==> src/rtl/tlp_pkg.sv <==
// Shared TLP field encodings, header layouts and helpers for the single-DW completer.
package tlp_pkg;

   // {Fmt, Type} pairs as they appear in DW0[31:24]
   localparam logic [7:0] MRD32 = 8'h00;
   localparam logic [7:0] MRD64 = 8'h20;
   localparam logic [7:0] MWR32 = 8'h40;
   localparam logic [7:0] MWR64 = 8'h60;
   localparam logic [7:0] CPL   = 8'h0A;
   localparam logic [7:0] CPLD  = 8'h4A;

   localparam logic [2:0] CPL_SC = 3'b000;
   localparam logic [2:0] CPL_UR = 3'b001;

   typedef struct packed {
      logic [2:0]  fmt;
      logic [4:0]  tlp_type;
      logic [13:0] attrs;
      logic [9:0]  length;
   } req_dw0_t;

   typedef struct packed {
      logic [15:0] req_id;
      logic [7:0]  tag;
      logic [3:0]  last_be;
      logic [3:0]  first_be;
   } req_dw1_t;

   typedef struct packed {
      logic [15:0] completer_id;
      logic [2:0]  status;
      logic        bcm;
      logic [11:0] byte_count;
   } cpl_dw1_t;

   typedef struct packed {
      logic [15:0] requester_id;
      logic [7:0]  tag;
      logic        rsvd;
      logic [6:0]  lower_addr;
   } cpl_dw2_t;

   typedef enum logic [1:0] {
      IDLE  = 2'd0,
      RESP  = 2'd1,
      DRAIN = 2'd2
   } fsm_state_t;

   function automatic logic [1:0] lowest_be_idx(input logic [3:0] be);
      logic [1:0] idx;
      idx = 2'd0;
      if (be[0])      idx = 2'd0;
      else if (be[1]) idx = 2'd1;
      else if (be[2]) idx = 2'd2;
      else if (be[3]) idx = 2'd3;
      return idx;
   endfunction

   function automatic logic [31:0] merge_be(input logic [31:0] old_w, input logic [31:0] new_w,
                                            input logic [3:0] be);
      logic [31:0] r;
      r = old_w;
      for (int b = 0; b < 4; b++) begin
         if (be[b]) r[8*b +: 8] = new_w[8*b +: 8];
      end
      return r;
   endfunction

endpackage

==> src/rtl/tlp_completer_regfile.sv <==
// NUM_REGS x 32 register file: byte-enabled write port and registered read port.
module tlp_completer_regfile #(
   parameter int NUM_REGS = 16,
   parameter int IDX_W    = $clog2(NUM_REGS)
) (
   input  logic             clk,
   input  logic             reset_n,
   input  logic             wr_en,
   input  logic [IDX_W-1:0] wr_idx,
   input  logic [3:0]       wr_be,
   input  logic [31:0]      wr_data,
   input  logic             rd_en,
   input  logic [IDX_W-1:0] rd_idx,
   output logic [31:0]      rd_data
);
   import tlp_pkg::*;

   logic [31:0] regs [NUM_REGS];

   always_ff @(posedge clk or negedge reset_n) begin
      if (!reset_n) begin
         for (int i = 0; i < NUM_REGS; i++) regs[i] <= '0;
         rd_data <= '0;
      end else begin
         if (wr_en) regs[wr_idx] <= merge_be(regs[wr_idx], wr_data, wr_be);
         // A read landing on the edge that retires a write returns the merged word,
         // so a read following a write back-to-back sees the write.
         if (rd_en) begin
            if (wr_en && (wr_idx == rd_idx)) rd_data <= merge_be(regs[wr_idx], wr_data, wr_be);
            else                             rd_data <= regs[rd_idx];
         end
      end
   end

endmodule

==> src/rtl/tlp_completer.sv <==
// Single-DW MMIO completer: decodes memory TLPs on rx, answers reads with CplD, others with UR.
// Optional error counter output err_count enabled by defining TLP_COMPLETER_ERR_CNT_EN.
module tlp_completer #(
   parameter int          NUM_REGS     = 16,
   parameter logic [15:0] COMPLETER_ID = 16'h0100
) (
   input  logic         clk,
   input  logic         reset_n,
   input  logic [255:0] tlp_rx_st_data,
   input  logic [2:0]   tlp_rx_st_empty,
   input  logic         tlp_rx_st_startofpacket,
   input  logic         tlp_rx_st_endofpacket,
   input  logic         tlp_rx_st_valid,
   output logic         tlp_rx_st_ready,
   output logic [255:0] tlp_tx_st_data,
   output logic [2:0]   tlp_tx_st_empty,
   output logic         tlp_tx_st_startofpacket,
   output logic         tlp_tx_st_endofpacket,
   output logic         tlp_tx_st_valid,
   input  logic         tlp_tx_st_ready
`ifdef TLP_COMPLETER_ERR_CNT_EN
   ,output logic [15:0] err_count
`endif
);
   import tlp_pkg::*;

   localparam int IDX_W = $clog2(NUM_REGS);

   // Streams: a beat moves on an edge where valid && ready; tx holds every field
   // stable while valid && !ready, and rx_ready is a registered function of state.
   fsm_state_t state;
   req_dw0_t   dw0;
   req_dw1_t   dw1;
   logic [31:0] rx_addr, rx_wdata, rd_data;
   logic [95:0] tx_hdr;
   logic        tx_is_cpld, drain_after;
   logic        wr_en;
   logic [IDX_W-1:0] wr_idx;
   logic [3:0]  wr_be;
   logic [31:0] wr_data;
   logic        is_4dw, is_mem, is_mrd1, is_mwr1, rx_fire, sop_fire, rd_en;
   cpl_dw1_t    cpl_dw1;
   cpl_dw2_t    cpl_dw2;

   assign dw0      = tlp_rx_st_data[31:0];
   assign dw1      = tlp_rx_st_data[63:32];
   assign is_4dw   = dw0.fmt[0];
   assign rx_addr  = is_4dw ? tlp_rx_st_data[127:96]  : tlp_rx_st_data[95:64];
   assign rx_wdata = is_4dw ? tlp_rx_st_data[159:128] : tlp_rx_st_data[127:96];
   assign is_mem   = (dw0.tlp_type == 5'b00000);
   assign is_mrd1  = is_mem && (dw0.fmt[2:1] == 2'b00) && (dw0.length == 10'd1);
   assign is_mwr1  = is_mem && (dw0.fmt[2:1] == 2'b01) && (dw0.length == 10'd1)
                     && tlp_rx_st_endofpacket;
   assign rx_fire  = tlp_rx_st_valid && tlp_rx_st_ready;
   assign sop_fire = rx_fire && tlp_rx_st_startofpacket && (state == IDLE);
   assign rd_en    = sop_fire && is_mrd1;

   always_comb begin
      cpl_dw1              = '0;
      cpl_dw1.completer_id = COMPLETER_ID;
      cpl_dw1.status       = is_mrd1 ? CPL_SC : CPL_UR;
      cpl_dw1.bcm          = 1'b0;
      cpl_dw1.byte_count   = 12'd4;
      cpl_dw2              = '0;
      cpl_dw2.requester_id = dw1.req_id;
      cpl_dw2.tag          = dw1.tag;
      // UR completions report lower address 0; only a real read reflects the address
      if (is_mrd1)
         cpl_dw2.lower_addr = (dw1.first_be == 4'd0) ? {rx_addr[6:2], 2'b00}
                                                     : {rx_addr[6:2], lowest_be_idx(dw1.first_be)};
   end

   always_ff @(posedge clk or negedge reset_n) begin
      if (!reset_n) begin
         state                   <= IDLE;
         tlp_rx_st_ready         <= 1'b0;
         tlp_tx_st_valid         <= 1'b0;
         tlp_tx_st_startofpacket <= 1'b0;
         tlp_tx_st_endofpacket   <= 1'b0;
         tlp_tx_st_empty         <= 3'd0;
         tx_hdr                  <= '0;
         tx_is_cpld              <= 1'b0;
         drain_after             <= 1'b0;
         wr_en                   <= 1'b0;
         wr_idx                  <= '0;
         wr_be                   <= 4'd0;
         wr_data                 <= '0;
      end else begin
         wr_en <= 1'b0;
         case (state)
            IDLE: begin
               tlp_rx_st_ready <= 1'b1;
               if (sop_fire) begin
                  if (is_mwr1) begin
                     wr_en   <= 1'b1;
                     wr_idx  <= rx_addr[IDX_W+1:2];
                     wr_be   <= dw1.first_be;
                     wr_data <= rx_wdata;
                  end else if (!dw0.fmt[1]) begin
                     state                   <= RESP;
                     tlp_rx_st_ready         <= 1'b0;
                     tlp_tx_st_valid         <= 1'b1;
                     tlp_tx_st_startofpacket <= 1'b1;
                     tlp_tx_st_endofpacket   <= 1'b1;
                     tlp_tx_st_empty         <= is_mrd1 ? 3'd4 : 3'd5;
                     tx_hdr      <= {cpl_dw2, cpl_dw1,
                                     is_mrd1 ? {CPLD, 14'd0, 10'd1} : {CPL, 14'd0, 10'd0}};
                     tx_is_cpld  <= is_mrd1;
                     drain_after <= !tlp_rx_st_endofpacket;
                  end else if (!tlp_rx_st_endofpacket) begin
                     state <= DRAIN;
                  end
               end
            end
            RESP: begin
               if (tlp_tx_st_ready) begin
                  state                   <= drain_after ? DRAIN : IDLE;
                  tlp_rx_st_ready         <= 1'b1;
                  tlp_tx_st_valid         <= 1'b0;
                  tlp_tx_st_startofpacket <= 1'b0;
                  tlp_tx_st_endofpacket   <= 1'b0;
                  tlp_tx_st_empty         <= 3'd0;
                  tx_hdr                  <= '0;
                  tx_is_cpld              <= 1'b0;
                  drain_after             <= 1'b0;
               end
            end
            DRAIN: begin
               tlp_rx_st_ready <= 1'b1;
               if (rx_fire && tlp_rx_st_endofpacket) state <= IDLE;
            end
            default: state <= IDLE;
         endcase
      end
   end

   // Read data lives in the regfile's output register and is held until the next read.
   assign tlp_tx_st_data = {128'd0, tx_is_cpld ? rd_data : 32'd0, tx_hdr};

   tlp_completer_regfile #(.NUM_REGS(NUM_REGS)) u_regfile (
      .clk     (clk),
      .reset_n (reset_n),
      .wr_en   (wr_en),
      .wr_idx  (wr_idx),
      .wr_be   (wr_be),
      .wr_data (wr_data),
      .rd_en   (rd_en),
      .rd_idx  (rx_addr[IDX_W+1:2]),
      .rd_data (rd_data)
   );

`ifdef TLP_COMPLETER_ERR_CNT_EN
   // Every accepted header that is neither a clean 1DW write nor a 1DW read is an error.
   logic err_inc;
   assign err_inc = sop_fire && !is_mwr1 && !is_mrd1;

   always_ff @(posedge clk or negedge reset_n) begin
      if (!reset_n)                            err_count <= 16'd0;
      else if (err_inc && err_count != 16'hFFFF) err_count <= err_count + 16'd1;
   end
`endif

   logic unused_bits;
   assign unused_bits = ^{tlp_rx_st_data[255:160], tlp_rx_st_empty, dw0.attrs, dw1.last_be,
                          rx_addr[31:7], rx_addr[1:0]};

endmodule
==> config.mk <==
export PLATFORM = sky130hd
export DESIGN_NAME = tlp_completer
export DESIGN_NICKNAME = d
export VERILOG_FILES = /design/src/rtl/tlp_pkg.sv /design/src/rtl/tlp_completer_regfile.sv /design/src/rtl/tlp_completer.sv
export SDC_FILE = /design/constraint.sdc
export NUM_CORES = 1
export LEC_CHECK = 0
export BUFFER_PORTS_ARGS = -buffer_cell sky130_fd_sc_hd__buf_2
export CORE_UTILIZATION = 43
export DETAILED_ROUTE_END_ITERATION = 8
export PLACE_DENSITY = 0.66
export SLEW_MARGIN = 30
export SYNTH_ARGS = -nofsm -noshare
export SYNTH_HDL_FRONTEND = slang
export SYNTH_SLANG_ARGS = --single-unit
export TNS_END_PERCENT = 10
==> constraint.sdc <==
create_clock -name clk -period 6.6 [get_ports clk]
set_clock_uncertainty 0.15 [all_clocks]
set_input_delay 0.99 -clock clk [delete_from_list [all_inputs] [get_ports clk]]
set_output_delay 0.99 -clock clk [all_outputs]
set_load 0.02 [all_outputs]
==> tab_implementation.tex <==
\begin{tabular}{lr}
\hline
Metric & Value \\
\hline
\multicolumn{2}{l}{\textbf{Run status}} \\
Outcome & finished clean \\
\multicolumn{2}{l}{\textbf{Clocking}} \\
Clock tree from TritonCTS & yes \\
CTS H-tree depth & 3 \\
Clock-pin slew on the worst setup and hold paths & 0.06 ns \\
Cell chosen for the clock root & clkbuf\_16 \\
CTS Hold Bufs & 0 \\
Clock Path Buffers & 3 \\
Number of post-CTS setup repair buffers & 0 \\
Sinks on the clock net & 623 \\
TritonCTS Buffers & 70 \\
Total of cells resized after clock tree synthesis & 0 \\
Clock latency on the worst-skew pair & 0.63 ns \\
\multicolumn{2}{l}{\textbf{Pwr}} \\
Power Density & 230 nW/um\^{}2 \\
Sequential cell fraction of total power & 0.458 \\
Logic gate share of total power & 0.096 \\
Max IR drop VDD & 147 uV \\
Net Sw Power & 2.21 mW \\
Clock share of power & 0.446 \\
Switching share of power & 0.256 \\
Total Power Consumption & 8.63 mW \\
Total leakage power & 16.7 nW \\
Internal & 6.42 mW \\
\multicolumn{2}{l}{\textbf{Timing}} \\
TNS Setup & 0 ns \\
Final-report setup violation count & 0 \\
Max Fclk & 249 MHz \\
Slew headroom & 0.312 \\
Time the worst path needs with I/O delays and setup & 4.01 ns \\
Hold Vio Cnt, Final & 0 \\
Min setup slack post-route & 2.59 ns \\
Transition time at the pin with the least slew margin & 1.03 ns \\
Unrepaired setup endpoints after global routing & no \\
Tcrit/Tclk final & 0.608 \\
Number of pins exceeding their max-slew limit in the final report & 0 \\
\multicolumn{2}{l}{\textbf{Flow run}} \\
Maximum capacitance violations & 0 \\
\multicolumn{2}{l}{\textbf{Critical path}} \\
Cell chain of the critical path & buf\_4, nand3\_2, o22ai\_1, nor3\_1, a21oi\_2, o21ai\_0, o21ai\_1 \\
Critical Setup Path Class & reg2reg \\
Sort of element at the end of the critical path & flip-flop \\
Start of the worst register-to-register path & wr\_idx[2]\$\_DFFE\_PN0P\_ \\
WP data arrival & 4.40 ns \\
Data required time of the critical path & 6.99 ns \\
Slowest cell on crit path & dfrtp\_2 \\
Crit path max fanout & 28 \\
Crit path launch type & flip-flop \\
Worst R2R Setup Slack & 2.59 ns \\
Max stage delay on crit path & 0.87 ns \\
Length in cells of the worst reg-to-reg path & 7 \\
Worst reg2reg endpoint & u\_regfile.rd\_data[1]\$\_DFFE\_PN0P\_ \\
\multicolumn{2}{l}{\textbf{Yosys}} \\
Post-Syn Area per Cell & 12.8 um\^{}2 \\
Unique cell type count in the Yosys netlist & 52 \\
Share of synthesized registers carrying an async set or reset & 1.00 \\
Warning count from the yosys run & 0 \\
Sequential cell area fraction in the yosys report & 0.458 \\
Cell count after synthesis & 2662 \\
Post-synth EDFFs & 0 \\
Predominant post-synthesis flop cell & dfrtp\_1 \\
Register bit count reported by yosys & 623 \\
Post-Syn Area & 34100 um\^{}2 \\
\multicolumn{2}{l}{\textbf{Global routing}} \\
Met3 Use GR & 0.0578 \\
Global-route wire length before repair & 151000 um \\
Largest net degree at the start of global routing & 162 \\
Overflow left after global routing & 0 \\
Busiest metal layer after global routing & met2 \\
GR met2 Demand/Resource & 0.394 \\
Overall global routing resource usage & 0.248 \\
Number of antenna violations at the first check in global routing & 4 \\
Via count of the first global-routing pass & 23800 \\
Grt met1 use & 0.330 \\
\multicolumn{2}{l}{\textbf{Route}} \\
DRC & 0 \\
Average via count per standard cell & 6.01 \\
Wire length after detailed routing & 100000 um \\
DRT Pass-1 Iters & 7 \\
Detail Route Antenna Nets & 0 \\
Violation count after the first detailed-routing iteration & 2108 \\
Number of vias in the routed layout & 23000 \\
Detail-routed net length per standard cell & 26.2 um \\
\multicolumn{2}{l}{\textbf{Floorplanning}} \\
Number of standard-cell rows in the floorplan & 102 \\
Height of the die & 283 um \\
Initial Util & 0.437 \\
Horizontal die dimension & 283 um \\
Number of I/O pins & 528 \\
Area of the core region & 78000 um\^{}2 \\
Die Area & 80400 um\^{}2 \\
\multicolumn{2}{l}{\textbf{Layout}} \\
Most used cells in the layout excluding fill and tap cells & dfrtp\_1 (620), mux2\_2 (514), mux2i\_1 (226) \\
Most common library cell in the layout ignoring fill and taps & dfrtp\_1 \\
Area Overhead vs Synth & 10.2\% \\
End-of-flow core utilization & 0.481 \\
Final-layout fill cell count & 6746 \\
Number of inserted diodes & 0 \\
Number of nets in the finished design & 3020 \\
Count of non-filler cells in the finished layout & 3837 \\
Share of layout cells above drive strength 1 & 0.390 \\
\multicolumn{2}{l}{\textbf{Placed design}} \\
Half-perimeter wire length after detailed placement & 58600 um \\
Dpl cells & 3716 \\
Count of buffers from port buffering & 196 \\
Setup Slack @ Placement & 1.89 ns \\
GPL Wtd Cong & 0.824 \\
\multicolumn{2}{l}{\textbf{Hold path}} \\
Type of the tightest min-delay check & in2async \\
\hline
\end{tabular}
[sequential cells by signal (all words and copies together), names as in the netlist]
register	cells
u_regfile.regs	512
tlp_tx_st_empty	1
tlp_rx_st_ready	1
state	2
wr_data	32
wr_be	4
tx_hdr	33
u_regfile.rd_data	32
wr_en	1
drain_after	1
wr_idx	4
[power by group through the flow]
stage / clock network, mW / logic (mW) / registers (mW)
floorplan: 0 / 0.539 / 4.10
global placement: 0 / 0.816 / 4.02
detailed placement: 0 / 0.831 / 4.03
CTS: 3.92 / 0.831 / 3.96
global route: 4.07 / 0.898 / 3.96
finish: 3.85 / 0.826 / 3.96
[logic make-up (layout without fill, tap and decap cells)]
logic type	count (synthesis)	after routing	share of synthesized area
multiplexers	907	907	0.345
flip-flops	623	623	0.458
buffers and inverters	424	373	0.0762
AO/OA/AOI/OAI	355	355	0.0670
AND/OR/NAND/NOR	344	344	0.0521
adder cells (fa/ha/maj)	4	4	0.00147
XOR/XNOR	4	4	0.00103
other	1	187	0.000110
[critical path: cells and delay by family, from the launching register on]
family          cells  cell delay, ns
compound gates      4            1.41
buf+inv             1            0.55
flops               1            0.87
simple gates        2            0.90
[cells in the mapped netlist, drive strengths merged (32+ instances only)]
master / n / share of area
mux2i: 226 / 0.066
mux4: 160 / 0.11
o21ai: 108 / 0.016
a22oi: 64 / 0.014
and3: 32 / 0.0059
a21oi: 69 / 0.013
nor3: 39 / 0.0059
nor2: 51 / 0.0056
nor2b: 35 / 0.0064
mux2: 521 / 0.17
and2: 33 / 0.0061
clkbuf: 80 / 0.0088
o22ai: 66 / 0.012
dfrtp: 623 / 0.46
buf: 338 / 0.067
nand2: 86 / 0.0095
[layout make-up]
cell class,count,area [um^2],share of cell area
clock inverters,13,163,0.00433
multi-input cells,1801,16900,0.449
flip-flops and latches,623,15600,0.416
repair buffers,249,1520,0.0404
inverters,6,22.5,0.000600
clock buffers,105,2080,0.0553
well taps,1040,1300,0.0347
[per-stage QoR]
step | area (um^2) | hold slack, ns
3_5_place_dp | 35200 | 0.324
6_report | 37500 | 0.256
5_1_grt | 37500 | 0.306
4_1_cts | 37400 | 0.260
3_3_place_gp | 35100 | 0.311
2_1_floorplan | 34800 | 0.298
[worst max-delay path by stage]
stage                                        end  depth (start not counted)                  start  slack (ns)
3_3_place_gp   u_regfile.rd_data[17]$_DFFE_PN0P_                          7     tlp_rx_st_data[29]        1.89
6_report        u_regfile.rd_data[1]$_DFFE_PN0P_                          7  wr_idx[2]$_DFFE_PN0P_        2.59
2_1_floorplan  u_regfile.rd_data[22]$_DFFE_PN0P_                          8     tlp_rx_st_data[29]        3.74
4_1_cts        u_regfile.rd_data[18]$_DFFE_PN0P_                          7     tlp_rx_st_data[29]        2.54
3_5_place_dp   u_regfile.rd_data[29]$_DFFE_PN0P_                          7     tlp_rx_st_data[29]        1.89
5_1_grt         u_regfile.rd_data[1]$_DFFE_PN0P_                          7  wr_idx[2]$_DFFE_PN0P_        2.55
[layer usage]
metal  vias to the layer above  part of all wire
li1                       9644                 -
met1                     12000              0.41
met2                      1178              0.47
met3                       213             0.086
met4                         0             0.034
met5                         -                 0
Power figures use the tool's default switching activity.
